`config.mk`:
```
export PLATFORM = sky130hd
export DESIGN_NAME = jt12_timers_ab_flat
export DESIGN_NICKNAME = d
export VERILOG_FILES = /design/src/rtl/jt12_timers_ab_if.sv /design/src/rtl/jt12_timers_ab.sv /design/src/flat_wrapper.sv
export SDC_FILE = /design/constraint.sdc
export NUM_CORES = 1
export LEC_CHECK = 0
export ABC_AREA = 1
export CORE_UTILIZATION = 45
export DETAILED_ROUTE_END_ITERATION = 10
export GPL_TIMING_DRIVEN = 0
export PLACE_DENSITY_LB_ADDON = 0.25
export SKIP_CTS_REPAIR_TIMING = 1
export SYNTH_ARGS = -nofsm -noshare
export SYNTH_HDL_FRONTEND = slang
export SYNTH_SLANG_ARGS = --single-unit
```
`constraint.sdc`:
```
create_clock -name clk -period 1.6 [get_ports clk]
set_clock_uncertainty 0.15 [all_clocks]
set_input_delay 0.24 -clock clk [delete_from_list [all_inputs] [get_ports clk]]
set_output_delay 0.24 -clock clk [all_outputs]
set_load 0.02 [all_outputs]
```
`src/rtl/jt12_timers_ab_if.sv`:
```
// Register/status side of the YM2612/YM2203 timer A/B block.
// master: register file / divider side that programs the timers.
// slave : the timer block itself.
interface jt12_timers_ab_if;
  logic       clk_en;
  logic [9:0] value_a;
  logic [7:0] value_b;
  logic       load_a;
  logic       load_b;
  logic       flagen_a;
  logic       flagen_b;
  logic       clr_flag_a;
  logic       clr_flag_b;
  logic       csm_en;
  logic       flag_a;
  logic       flag_b;
  logic       overflow_a;
  logic       irq_n;
  logic       csm_keyon;

  modport master (
    output clk_en, value_a, value_b, load_a, load_b,
    output flagen_a, flagen_b, clr_flag_a, clr_flag_b, csm_en,
    input  flag_a, flag_b, overflow_a, irq_n, csm_keyon
  );

  modport slave (
    input  clk_en, value_a, value_b, load_a, load_b,
    input  flagen_a, flagen_b, clr_flag_a, clr_flag_b, csm_en,
    output flag_a, flag_b, overflow_a, irq_n, csm_keyon
  );
endinterface

```
`src/rtl/jt12_timers_ab.sv`:
```
// YM2612/YM2203 timer A (10-bit) and timer B (8-bit).
// Both counters count up from their preset and reload on overflow; the
// prescaler chain (A_PRES clk_en per A tick, B_PRES A ticks per B tick)
// free-runs from reset regardless of the load bits.
// Optional feature macro: JT12_TMR_CSM_EN builds the CSM key-on pulse;
// when undefined csm_keyon is tied low and csm_en is ignored.
module jt12_timers_ab #(
  parameter int A_PRES = 24,
  parameter int B_PRES = 16
) (
  input  logic              clk,
  input  logic              rst,
  jt12_timers_ab_if.slave   tmr
);

  localparam int PA_W = (A_PRES > 1) ? $clog2(A_PRES) : 1;
  localparam int PB_W = (B_PRES > 1) ? $clog2(B_PRES) : 1;
  localparam logic [PA_W-1:0] PA_LAST = PA_W'(A_PRES - 1);
  localparam logic [PB_W-1:0] PB_LAST = PB_W'(B_PRES - 1);

  logic [PA_W-1:0] pre_a_q, pre_a_d;
  logic [PB_W-1:0] pre_b_q, pre_b_d;
  logic [9:0]      cnt_a_q, cnt_a_d;
  logic [7:0]      cnt_b_q, cnt_b_d;
  logic            load_a_l_q, load_b_l_q;
  logic            flag_a_q, flag_a_d;
  logic            flag_b_q, flag_b_d;
  logic            ovf_a_q;
  logic            csm_q, csm_d;
  logic            tick_a, tick_b;
  logic            ledge_a, ledge_b;
  logic            ovf_a, ovf_b;

  // Prescaler chain: one A tick per A_PRES clk_en, one B tick per B_PRES A ticks.
  always_comb begin
    pre_a_d = pre_a_q;
    pre_b_d = pre_b_q;
    tick_a  = 1'b0;
    tick_b  = 1'b0;
    if (tmr.clk_en) begin
      if (pre_a_q == PA_LAST) begin
        pre_a_d = '0;
        tick_a  = 1'b1;
      end else begin
        pre_a_d = pre_a_q + PA_W'(1);
      end
    end
    if (tick_a) begin
      if (pre_b_q == PB_LAST) begin
        pre_b_d = '0;
        tick_b  = 1'b1;
      end else begin
        pre_b_d = pre_b_q + PB_W'(1);
      end
    end
  end

  // Counters: a load edge wins over a coincident tick; overflow reloads the preset.
  always_comb begin
    ledge_a = tmr.load_a & ~load_a_l_q;
    ledge_b = tmr.load_b & ~load_b_l_q;
    cnt_a_d = cnt_a_q;
    cnt_b_d = cnt_b_q;
    ovf_a   = 1'b0;
    ovf_b   = 1'b0;
    if (ledge_a) begin
      cnt_a_d = tmr.value_a;
    end else if (tmr.load_a && tick_a) begin
      if (&cnt_a_q) begin
        cnt_a_d = tmr.value_a;
        ovf_a   = 1'b1;
      end else begin
        cnt_a_d = cnt_a_q + 10'd1;
      end
    end
    if (ledge_b) begin
      cnt_b_d = tmr.value_b;
    end else if (tmr.load_b && tick_b) begin
      if (&cnt_b_q) begin
        cnt_b_d = tmr.value_b;
        ovf_b   = 1'b1;
      end else begin
        cnt_b_d = cnt_b_q + 8'd1;
      end
    end
  end

  // Status flags: a set in the same clock as a clear takes priority.
  always_comb begin
    flag_a_d = flag_a_q;
    flag_b_d = flag_b_q;
    if (ovf_a && tmr.flagen_a) begin
      flag_a_d = 1'b1;
    end else if (tmr.clr_flag_a) begin
      flag_a_d = 1'b0;
    end
    if (ovf_b && tmr.flagen_b) begin
      flag_b_d = 1'b1;
    end else if (tmr.clr_flag_b) begin
      flag_b_d = 1'b0;
    end
  end

`ifdef JT12_TMR_CSM_EN
  // CSM key-on follows every timer A overflow while CSM mode is selected.
  always_comb begin
    csm_d = ovf_a & tmr.csm_en;
  end
`else
  logic unused_csm_en;
  assign unused_csm_en = tmr.csm_en;
  assign csm_d         = 1'b0;
`endif

  // State registers; reset clears everything, including the load edge history.
  always_ff @(posedge clk or posedge rst) begin
    if (rst) begin
      pre_a_q    <= '0;
      pre_b_q    <= '0;
      cnt_a_q    <= '0;
      cnt_b_q    <= '0;
      load_a_l_q <= 1'b0;
      load_b_l_q <= 1'b0;
      flag_a_q   <= 1'b0;
      flag_b_q   <= 1'b0;
      ovf_a_q    <= 1'b0;
      csm_q      <= 1'b0;
    end else begin
      pre_a_q    <= pre_a_d;
      pre_b_q    <= pre_b_d;
      cnt_a_q    <= cnt_a_d;
      cnt_b_q    <= cnt_b_d;
      load_a_l_q <= tmr.load_a;
      load_b_l_q <= tmr.load_b;
      flag_a_q   <= flag_a_d;
      flag_b_q   <= flag_b_d;
      ovf_a_q    <= ovf_a;
      csm_q      <= csm_d;
    end
  end

  assign tmr.flag_a     = flag_a_q;
  assign tmr.flag_b     = flag_b_q;
  assign tmr.overflow_a = ovf_a_q;
  assign tmr.irq_n      = ~(flag_a_q | flag_b_q);
  assign tmr.csm_keyon  = csm_q;

endmodule

```
`src/flat_wrapper.sv`:
```
// flat-port wrapper written by rule: the top's interface ports become plain ports
module jt12_timers_ab_flat 
#(
  parameter int A_PRES = 24,
  parameter int B_PRES = 16
)
  (clk, rst, tmr_clk_en, tmr_value_a, tmr_value_b, tmr_load_a, tmr_load_b, tmr_flagen_a, tmr_flagen_b, tmr_clr_flag_a, tmr_clr_flag_b, tmr_csm_en, tmr_flag_a, tmr_flag_b, tmr_overflow_a, tmr_irq_n, tmr_csm_keyon);
  jt12_timers_ab_if tmr_i ();
  input  logic clk;
  input  logic rst;
  input wire logic [$bits(tmr_i.clk_en)-1:0] tmr_clk_en;
  input wire logic [$bits(tmr_i.value_a)-1:0] tmr_value_a;
  input wire logic [$bits(tmr_i.value_b)-1:0] tmr_value_b;
  input wire logic [$bits(tmr_i.load_a)-1:0] tmr_load_a;
  input wire logic [$bits(tmr_i.load_b)-1:0] tmr_load_b;
  input wire logic [$bits(tmr_i.flagen_a)-1:0] tmr_flagen_a;
  input wire logic [$bits(tmr_i.flagen_b)-1:0] tmr_flagen_b;
  input wire logic [$bits(tmr_i.clr_flag_a)-1:0] tmr_clr_flag_a;
  input wire logic [$bits(tmr_i.clr_flag_b)-1:0] tmr_clr_flag_b;
  input wire logic [$bits(tmr_i.csm_en)-1:0] tmr_csm_en;
  output wire logic [$bits(tmr_i.flag_a)-1:0] tmr_flag_a;
  output wire logic [$bits(tmr_i.flag_b)-1:0] tmr_flag_b;
  output wire logic [$bits(tmr_i.overflow_a)-1:0] tmr_overflow_a;
  output wire logic [$bits(tmr_i.irq_n)-1:0] tmr_irq_n;
  output wire logic [$bits(tmr_i.csm_keyon)-1:0] tmr_csm_keyon;
  assign tmr_i.clk_en = tmr_clk_en;
  assign tmr_i.value_a = tmr_value_a;
  assign tmr_i.value_b = tmr_value_b;
  assign tmr_i.load_a = tmr_load_a;
  assign tmr_i.load_b = tmr_load_b;
  assign tmr_i.flagen_a = tmr_flagen_a;
  assign tmr_i.flagen_b = tmr_flagen_b;
  assign tmr_i.clr_flag_a = tmr_clr_flag_a;
  assign tmr_i.clr_flag_b = tmr_clr_flag_b;
  assign tmr_i.csm_en = tmr_csm_en;
  assign tmr_flag_a = tmr_i.flag_a;
  assign tmr_flag_b = tmr_i.flag_b;
  assign tmr_overflow_a = tmr_i.overflow_a;
  assign tmr_irq_n = tmr_i.irq_n;
  assign tmr_csm_keyon = tmr_i.csm_keyon;
  jt12_timers_ab #(.A_PRES(A_PRES), .B_PRES(B_PRES)) u_core (.clk(clk), .rst(rst), .tmr(tmr_i));
endmodule
```
==> PnR_summary.wiki <==
{| class="wikitable"
! Metric !! Value
|-
| Part of the cycle the worst path needs || 1.03
|-
| Final slew viol count || 0
|-
| Sequential cell area fraction in the yosys report || 0.403
|-
| Weighted congestion at the end of routability-driven global placement || roughly 0.83
|-
| Clock tree from TritonCTS || built
|-
| Root Driver || sky130_fd_sc_hd__clkbuf_8
|-
| Global-route congestion overflow total || 0
|-
| Residual DRC || 0
|-
| Via count of the first global-routing pass || roughly 1,600
|-
| Setup repair after global routing missed its margin || yes
|-
| Total power density per cell area || 1100 nW/um^2
|-
| Final Cell Area || roughly 2800 sq um
|-
| Clock sink total || 32
|-
| Critical path, cell by cell || ha_2 > nand2_2 > nor2_2 > nand3_1 > nand3b_1 > o21ai_0
|-
| Height of the die || 68.4 microns
|-
| Number of distinct library cells after synthesis || 32
|-
| Number of buffers and inverters on the critical path || 0
|-
| Violated checks || negative setup slack
|-
| Horizontal die dimension || 68.4 microns
|-
| Via density || ~5.0
|-
| Minimum hold slack || approximately 220 ps
|-
| Global-route usage over all layers || 0.192
|-
| Synth Net Count || around 310
|-
| Clock buffer count from CTS || 5
|-
| Number of endpoints with negative hold slack in the final report || 0
|-
| CTS max path bufs || 2
|-
| Number of warnings printed during yosys synthesis || 0
|-
| Number of input and output port buffers inserted || 30
|-
| Routed wire length || around 4600 microns
|-
| Pin count of the biggest net entering global routing || 33
|-
| Critical path endpoint category || flop
|-
| Final core utilization || 0.689
|-
| Post-synth design cell area || 1990 sq um
|-
| Leakage dissipation || 1.44 nW
|-
| Initial antenna violation count || 0
|-
| Critical Path Source Type || flop
|-
| Wire length of the first global-routing pass || roughly 6400 microns
|-
| Count of nets left with antenna violations after detail routing || 0
|-
| Wirelength per Cell || 12.2 microns
|-
| Io pins || 33
|-
| Type of the setup path with the least slack || flop to flop
|-
| Final cell count without fillers || 375
|-
| Instance count on the critical path || 6
|-
| Clock transition at the registers of the reported paths || ~60 ps
|-
| Post-DP HPWL || 2800 microns
|-
| H-tree Lvls || 2
|-
| Worst-case reg-to-reg path depth || 6
|-
| Highest-count cells in the layout ignoring fill and taps || 75 x sky130_fd_sc_hd__nand2_1, 32 x sky130_fd_sc_hd__inv_1, 31 x sky130_fd_sc_hd__dfrtp_1
|-
| Synthesized instance count || about 270
|-
| Hold Path Class || primary input to asynchronous set/reset pin
|-
| Largest driver fanout on the critical path || 5
|-
| Synthesized area per cell || 7.25 sq um
|-
| Number of antenna repair diodes || 0
|-
| Total via count after detailed routing || 1,877
|-
| Cell count after placement || 354
|-
| Worst-margin pin slew || about 710 ps
|-
| Number of setup violations in the final report || 7
|-
| Max VDD drop || 0.790 mV
|-
| Status || finished, violations left
|-
| Required time at the worst-slack endpoint || 1650 ps
|-
| Area of the core || 4120 sq um
|-
| Most common cell after layout, fill and taps aside || sky130_fd_sc_hd__nand2_1
|-
| Post-route minimum period || between 1500 and 2000 ps
|-
| Clock Latency Late Sink || 290 ps
|-
| Top achievable clock speed || just over 600 MHz
|-
| Final worst-path setup slack || -54.7 ps
|-
| Worst-case headroom to the max-slew limit || 0.528
|-
| Layout Area Growth over Synthesis || 42.8%
|-
| Number of optimization iterations in the first detailed-route pass || 5
|-
| Die ar. || between 4000 and 5000 sq um
|-
| Initial core utilization || 0.483
|-
| Fraction of final layout cells with drive strength greater than 1 || 0.258
|-
| Number of max-capacitance violations reported || 0
|-
| Final layout net count || 356
|-
| Slowest stage cell on the critical path || sky130_fd_sc_hd__dfrtp_1
|-
| Number of register bits inferred by synthesis || 32
|-
| Number of DRC markers in iteration 0 || between 90 and 100
|-
| Arrival time of the worst setup path || 1710 ps
|-
| Crit-path leading delay family || simple AND/OR/NAND/NOR gates
|-
| Rows || 23
|-
| Cell area after placement || 2350 sq um
|-
| Slowest cell delay on critical path || 430 ps
|}
==> sequential cells by signal, indices dropped and copies added (netlist names) <==
name / count
u_core.cnt_a_q: 10
u_core.cnt_b_q: 8
u_core.load_a_l_q: 1
u_core.load_b_l_q: 1
u_core.pre_a_q: 5
u_core.pre_b_q: 4
u_core.tmr.flag_a: 1
u_core.tmr.flag_b: 1
u_core.tmr.overflow_a: 1
==> cells by family (layout without fill, tap and decap cells) <==
logic type	after synthesis	in the layout	synth area share
AOI/OAI and AO/OA	25	25	0.0725
xor gates and xnor gates	7	7	0.0309
adders and majority gates	4	4	0.0252
buffers and inverters	41	90	0.0888
DFF	32	32	0.403
other	1	1	0.00189
and+or+nand+nor	164	166	0.377
==> layout make-up <==
cell class	count	area, sq um
repair buffers	41	444
well taps	50	62.6
multi-input cells	203	1240
inverters	38	149
plain buffers	3	33.8
clock inverters	2	35.0
fillers	325	1280
flip-flops and latches	32	802
clock buffers	6	72.6
==> Yosys cell counts <==
master	instances	area share
sky130_fd_sc_hd__a21oi_2	2	0.0088
sky130_fd_sc_hd__nand3b_1	2	0.0076
sky130_fd_sc_hd__o21a_1	2	0.0076
sky130_fd_sc_hd__nor3b_1	1	0.0038
sky130_fd_sc_hd__nor2_1	21	0.040
sky130_fd_sc_hd__inv_1	37	0.070
sky130_fd_sc_hd__xnor2_1	2	0.0088
sky130_fd_sc_hd__conb_1	1	0.0019
sky130_fd_sc_hd__nand3_4	2	0.018
sky130_fd_sc_hd__a21boi_0	1	0.0038
sky130_fd_sc_hd__nor3_1	3	0.0076
sky130_fd_sc_hd__nand3_1	25	0.063
sky130_fd_sc_hd__or2_2	1	0.0032
sky130_fd_sc_hd__nand2_1	98	0.19
sky130_fd_sc_hd__xor2_1	5	0.022
sky130_fd_sc_hd__nand2_4	2	0.011
sky130_fd_sc_hd__o21ai_0	11	0.028
sky130_fd_sc_hd__o31ai_1	1	0.0038
sky130_fd_sc_hd__buf_4	1	0.0038
sky130_fd_sc_hd__o22ai_1	1	0.0032
sky130_fd_sc_hd__a21oi_1	6	0.015
sky130_fd_sc_hd__o21ai_1	1	0.0025
sky130_fd_sc_hd__nor2_8	1	0.010
sky130_fd_sc_hd__dfrtp_1	32	0.40
sky130_fd_sc_hd__ha_1	4	0.025
sky130_fd_sc_hd__nand4_1	2	0.0063
sky130_fd_sc_hd__buf_6	1	0.0057
sky130_fd_sc_hd__nand4_2	1	0.0063
sky130_fd_sc_hd__nor4_1	1	0.0032
sky130_fd_sc_hd__buf_8	1	0.0076
sky130_fd_sc_hd__inv_2	1	0.0019
sky130_fd_sc_hd__nand2_2	4	0.013
==> where the power goes <==
part,leakage (nW),total [mW],internal [mW],switching (mW)
Sequential,0.392,1.31,1.04,0.270
Clock,0.0552,0.753,0.462,0.292
Combinational,0.996,1.06,0.494,0.567
==> through the flow <==
stage               worst slack (ps)  TNS [ps]  power (mW)
floorplan                       40.9         0        1.88
global placement                -368    -14720        2.08
detailed placement              -378    -15490        2.11
CTS                             -175     -1660        2.88
global route                    -153     -1490        3.34
finish                         -54.7      -164        3.12
==> worst paths after layout <==
path / from / end / slack [ps]
worst max-delay path: u_core.cnt_a_q[0] / u_core.tmr.flag_a / -50
worst min-delay path: rst / u_core.tmr.flag_a / 220
worst max register to register: u_core.cnt_a_q[0] / u_core.tmr.flag_a / -50
worst min register to register: u_core.cnt_a_q[1] / u_core.cnt_a_q[1] / 370
max in group asynchronous: rst / u_core.cnt_b_q[1] / 540
min in group clk: tmr_clk_en / u_core.pre_a_q[1] / 220
==> metal layers <==
layer,wire (microns),track usage
met1,2010,0.225
met4,81,0.0781
met5,0,0
met3,247,0.0550
met2,2210,0.325
Note: power is estimated with default switching activity, not from simulation.
